`config.mk`:
```
export PLATFORM = sky130hd
export DESIGN_NAME = out_check
export DESIGN_NICKNAME = d
export VERILOG_FILES = /design/src/rtl/out_check_pkg.sv /design/src/rtl/out_check_mem.sv /design/src/rtl/out_check.sv
export SDC_FILE = /design/constraint.sdc
export NUM_CORES = 1
export LEC_CHECK = 0
export BUFFER_PORTS_ARGS = -buffer_cell sky130_fd_sc_hd__buf_4
export CORE_MARGIN = 4
export CORE_UTILIZATION = 25
export DETAILED_ROUTE_END_ITERATION = 10
export PLACE_DENSITY = 0.4
export SLEW_MARGIN = 40
export SYNTH_ARGS = -nofsm -noshare
export SYNTH_HDL_FRONTEND = slang
export SYNTH_SLANG_ARGS = --single-unit
```
`constraint.sdc`:
```
create_clock -name clock -period 3.8 [get_ports clock]
set_input_delay 0.38 -clock clock [delete_from_list [all_inputs] [get_ports clock]]
set_output_delay 0.38 -clock clock [all_outputs]
set_load 0.02 [all_outputs]
```
`src/rtl/out_check_pkg.sv`:
```
// Shared types and helpers for the output-channel checker.
package out_check_pkg;

  // Checker phases: collecting expected words, checking the live stream, verdict held.
  typedef enum logic [1:0] {
    LOAD = 2'd0,
    RUN  = 2'd1,
    DONE = 2'd2
  } out_check_state_t;

  // Default data word width shared with the processor harness.
  localparam int MemoryElementWidth = 12;

  // Bits needed to hold a count in the range 0..n inclusive.
  function automatic int cnt_width(input int n);
    return $clog2(n + 1);
  endfunction

endpackage

```
`src/rtl/out_check_mem.sv`:
```
// Expected-value store: one write port for loading, one combinational read port.
module out_check_mem #(
  parameter int Width     = 12,
  parameter int Depth     = 32,
  parameter int AddrWidth = 5
) (
  input  logic                 clock,
  input  logic                 we,
  input  logic [AddrWidth-1:0] waddr,
  input  logic [Width-1:0]     wdata,
  input  logic [AddrWidth-1:0] raddr,
  output logic [Width-1:0]     rdata
);
  import out_check_pkg::*;

  logic [Width-1:0] mem_q [Depth];

  // Contents need no reset: nothing is read before the corresponding word is loaded.
  always_ff @(posedge clock) begin
    if (we) begin
      mem_q[waddr] <= wdata;
    end
  end

  // Read address is the running receive count, so the compare value is ready in the same cycle.
  always_comb begin
    rdata = mem_q[raddr];
  end

endmodule

```
`src/rtl/out_check.sv`:
```
// Output-channel checker: loads an expected sequence, then compares the writer's stream against it.
module out_check #(
  parameter int MemoryElementWidth = out_check_pkg::MemoryElementWidth,
  parameter int NExpected          = 32,
  parameter int NOut               = 200
) (
  input  logic                                       clock,
  input  logic                                       reset,
  input  logic                                       loadValid,
  input  logic [MemoryElementWidth-1:0]              loadData,
  input  logic                                       loadLast,
  input  logic                                       outValid,
  input  logic [MemoryElementWidth-1:0]              outData,
  output logic                                       outReady,
  input  logic                                       programDone,
  output logic                                       finished,
  output logic                                       success,
  output logic [out_check_pkg::cnt_width(NOut)-1:0]  received,
  output logic [out_check_pkg::cnt_width(NOut)-1:0]  mismatchIndex,
  output logic [MemoryElementWidth-1:0]              mismatchData
);
  import out_check_pkg::*;

  localparam int CW = cnt_width(NOut);
  localparam int EW = cnt_width(NExpected);
  localparam int AW = (NExpected > 1) ? $clog2(NExpected) : 1;
  localparam int XW = (CW > EW) ? CW : EW;

  out_check_state_t state_q, state_d;
  logic [EW-1:0] load_count_q, load_count_d;
  logic [EW-1:0] expected_count_q, expected_count_d;
  logic [CW-1:0] received_q, received_d;
  logic [CW-1:0] mismatch_index_q, mismatch_index_d;
  logic [MemoryElementWidth-1:0] mismatch_data_q, mismatch_data_d;
  logic error_q, error_d;
  logic overflow_q, overflow_d;
  logic mismatch_seen_q, mismatch_seen_d;
  logic out_ready_q, out_ready_d;
  logic finished_q, finished_d;
  logic success_q, success_d;

  logic                          mem_we;
  logic [AW-1:0]                 mem_waddr;
  logic [AW-1:0]                 mem_raddr;
  logic [MemoryElementWidth-1:0] mem_rdata;
  logic                          transfer;
  logic                          in_range;
  logic                          capture;

  out_check_mem #(
    .Width     (MemoryElementWidth),
    .Depth     (NExpected),
    .AddrWidth (AW)
  ) u_mem (
    .clock (clock),
    .we    (mem_we),
    .waddr (mem_waddr),
    .wdata (loadData),
    .raddr (mem_raddr),
    .rdata (mem_rdata)
  );

  // Next-state logic: loading, per-word compare, first-mismatch capture and the final verdict.
  always_comb begin
    state_d          = state_q;
    load_count_d     = load_count_q;
    expected_count_d = expected_count_q;
    received_d       = received_q;
    mismatch_index_d = mismatch_index_q;
    mismatch_data_d  = mismatch_data_q;
    error_d          = error_q;
    overflow_d       = overflow_q;
    mismatch_seen_d  = mismatch_seen_q;
    mem_we           = 1'b0;
    mem_waddr        = AW'(load_count_q);
    // Only meaningful while in_range, which keeps the truncated index inside the store.
    mem_raddr        = AW'(received_q);
    in_range         = XW'(received_q) < XW'(expected_count_q);
    transfer         = 1'b0;
    capture          = 1'b0;

    case (state_q)
      LOAD: begin
        if (loadValid) begin
          mem_we       = 1'b1;
          load_count_d = load_count_q + EW'(1);
          // A full store starts checking even without an explicit last marker.
          if (loadLast || (load_count_q == EW'(NExpected - 1))) begin
            state_d          = RUN;
            expected_count_d = load_count_q + EW'(1);
          end
        end
      end
      RUN: begin
        transfer = outValid && out_ready_q;
        if (transfer) begin
          if (in_range) begin
            if (outData != mem_rdata) begin
              error_d = 1'b1;
              capture = 1'b1;
            end
          end else begin
            // Any word beyond the expected sequence is an error in itself.
            overflow_d = 1'b1;
            error_d    = 1'b1;
            capture    = 1'b1;
          end
          // Saturate rather than follow the writer's wrap of its output area.
          if (received_q != CW'(NOut)) begin
            received_d = received_q + CW'(1);
          end
        end
        // A word arriving alongside programDone is checked above before the verdict is taken.
        if (programDone) begin
          state_d = DONE;
        end
      end
      DONE: begin
      end
      default: state_d = LOAD;
    endcase

    if (capture && !mismatch_seen_q) begin
      mismatch_seen_d  = 1'b1;
      mismatch_index_d = received_q;
      mismatch_data_d  = outData;
    end

    out_ready_d = (state_d == RUN);
    finished_d  = (state_d == DONE);
    success_d   = (state_d == DONE) && !error_d &&
                  (XW'(received_d) == XW'(expected_count_d));
  end

  // State register with synchronous reset; all outputs come straight from these flops.
  always_ff @(posedge clock) begin
    if (reset) begin
      state_q          <= LOAD;
      load_count_q     <= '0;
      expected_count_q <= '0;
      received_q       <= '0;
      mismatch_index_q <= '0;
      mismatch_data_q  <= '0;
      error_q          <= 1'b0;
      overflow_q       <= 1'b0;
      mismatch_seen_q  <= 1'b0;
      out_ready_q      <= 1'b0;
      finished_q       <= 1'b0;
      success_q        <= 1'b0;
    end else begin
      state_q          <= state_d;
      load_count_q     <= load_count_d;
      expected_count_q <= expected_count_d;
      received_q       <= received_d;
      mismatch_index_q <= mismatch_index_d;
      mismatch_data_q  <= mismatch_data_d;
      error_q          <= error_d;
      overflow_q       <= overflow_d;
      mismatch_seen_q  <= mismatch_seen_d;
      out_ready_q      <= out_ready_d;
      finished_q       <= finished_d;
      success_q        <= success_d;
    end
  end

  assign outReady      = out_ready_q;
  assign finished      = finished_q;
  assign success       = success_q;
  assign received      = received_q;
  assign mismatchIndex = mismatch_index_q;
  assign mismatchData  = mismatch_data_q;

endmodule

```
==> run summary <==
TritonCTS clock tree - done
post-DP HPWL - 31850 microns
I/O Buffers - 60
multi-input logic area - 4552 sq um
die area - 73730 sq um
final core utilization - 30.70%
ranking of synthesized cells by area - edfxtp_1, mux4_2, dfxtp_1
worst setup path start - received[0]
Max-cap violations - 0
sequential fraction of the synthesis area - 71.83%
Switching Share - 21.03%
Synth top area share - 66.41%
sequential share of power - 50.6%
NetSw - 2162 uW
RSZ-0062 raised after global routing - no
largest net degree at the start of global routing - 67
Clock Power Share - 46.1%
ys async rst share - 0%
Synth Instances - 991
nets - 1184
Warnings, synthesis - 0
root buf cell - clkbuf_16
area leader, netlist - edfxtp_1
critical path type - reg -> reg
top_reg_cell synth - edfxtp_1
Reg area - 12480 sq um
Max clock buf depth - 3
Yosys reg bits - 431
Initial Util - 25.27%
final wirelength - 49610 microns
Clock transition at path regs - 60 ps
RePlAce Congestion - 0.7312
row cnt - 96
CP endpoint kind - flip-flop
crit path max fanout - 24
clk_lat worst skew - 590 ps
Pleak - 0.006658 uW
Die W - 271.5 microns
critical path launch point type - flip-flop
Worst Path Required - 4270 ps
Logic pwr share - 3.3%
Die Span Y - 271.5 microns
hold path startpoint - outData[11]
area grow syn2layout - 21.48%
io pins - 61
Mapped Area - 17360 sq um
Fill cells - 6846
Distinct cells, synth - 58
post-DR vias/cell - 4.427
antenna-violating nets left - 0
CTS Sinks - 431
most common cell after layout, fill and taps aside - edfxtp_1
Worst-Margin Slew - 799.7 ps
Final Non-Filler Cells - 2114
# setup viols final - 0
Post-synth EDFFs - 384
Max Slew Vio Count - 0
GRT overflow - 0
most frequent cells in the layout - edfxtp_1, buf_4, mux2i_1
Routed WL per cell - 23.47 microns
routed vias - 9358
worst r2r src - received[0]
All-Layer GR Usage - 13.31%
Final Hold Vio Count - 0
Iter 0 DRT Violations - 746
WP data arrival - 3940 ps
TritonCTS buffer count - 49
layout cells sized above 1 - 25.87%
Pint - 8118 uW
power density over cell area - 487.4 nW/um^2
Residual DRC - 0
min-delay worst type - in -> reg
Tcrit/Tclk final - 91.15%
Pre-antenna DRT Iters - 4
fmax - 0.2887 GHz
Placeable Area - 68710 sq um
status - complete, no violations
Slew headroom - 46.69%
clk_skew - 23.76 ps
R2R cell count - 10
Max VDD drop - 250.0 uV
min Tclk post-route - 3464 ps
initial antenna violation count - 2
Hold Buf Count CTS - 0
hold path cells - 3
synthesized net count - 1032
vias in the first global route - 9574
H-tree levels - 2
DP Cell Count - 2017
synthesized area per cell - 17.52 sq um
first-pass GRT wire length - 70850 microns
ANT cells - 0
TNS Setup - 0 ps
[worst max-delay path, cell delays in order (launching register included)]
cell and delay, ps:
dfxtp_4 410, buf_12 240, mux4_2 520, a22o_1 280
a211oi_1 310, nor3_1 80, nor4_1 480, o2111ai_2 300
o311a_1 390, buf_12 180, mux2i_1 130
[metrics by stage]
step	power [uW]	hold slack [ps]	worst slack, ps	cell area [sq um]
floorplan	5446	396.9	770.7	17360
global placement	5637	410.0	183.7	19420
detailed placement	5640	423.9	172.4	19420
CTS	10440	46.61	167.7	21020
global route	10660	66.16	156.4	21090
finish	10280	74.80	336.4	21090
[state kept, by name (all words and copies together) (netlist names)]
name and flops:
mismatchIndex 8, u_mem.mem_q 384, finished 1, expected_count_q 6, state_q 2, load_count_q 6
success 1, outReady 1, received 8, mismatch_seen_q 1, mismatchData 12, error_q 1
[path summary, 6_finish.rpt]
check / to / slack (ps)
worst max-delay path: mismatchIndex[7] / 340
worst min-delay path: mismatchData[11] / 70
worst max register to register: mismatchIndex[7] / 340
worst min register to register: success / 440
[cell families after synthesis]
kind of cell	after synthesis	share of synthesized area [%]
flip-flops	431	71.83
AND/OR/NAND/NOR	199	5.765
multiplexers	159	13.94
AO/OA/AOI/OAI	103	4.389
buffers and inverters	64	2.075
XOR/XNOR	24	1.211
adder cells (fa/ha/maj)	11	0.7927
[power groups by stage]
stage	registers, uW	logic, uW	clock network, uW
5_1_grt	5200	366	5090
4_1_cts	5200	339	4890
3_3_place_gp	5300	336	0
6_report	5200	336	4740
3_5_place_dp	5300	338	0
2_1_floorplan	5300	143	0
[metal layers]
metal / up-vias / GRT usage, % / part of all wire, %
li1: 4232 / - / -
met1: 4901 / 18.96 / 48
met2: 170 / 21.20 / 46
met3: 55 / 2.095 / 3.8
met4: 0 / 3.668 / 1.8
met5: - / 0 / 0
[final cells by class]
cell class	count	area share [%]
timing repair buffer	153	5.920
multi-input combinational	496	21.58
clock inverter	30	1.459
clock buffer	61	6.122
inverter	12	0.2135
tap	931	5.523
sequential	431	59.18
[Yosys cell counts, types with 9 or more instances]
| cell | n |
|---|---|
| xnor2_1 | 11 |
| dfxtp_1 | 47 |
| nand2_1 | 34 |
| inv_1 | 10 |
| edfxtp_1 | 384 |
| o22ai_1 | 11 |
| o221ai_1 | 9 |
| xor2_1 | 13 |
| buf_6 | 9 |
| clkbuf_1 | 19 |
| buf_2 | 9 |
| a22o_1 | 12 |
| nand2b_1 | 44 |
| nor2_1 | 64 |
| nand3_1 | 11 |
| a21oi_1 | 19 |
| o21ai_0 | 9 |
| ha_1 | 11 |
| nor3_1 | 12 |
| mux2i_1 | 91 |
| mux4_2 | 66 |
[what timing repair did]
item | 4_1_cts | 5_1_grt
buffers inserted | 0 | 6
resized for setup | 0 | 4
endpoints found under the setup margin | 0 | 23
No activity file was read; power rests on OpenSTA's default activity.
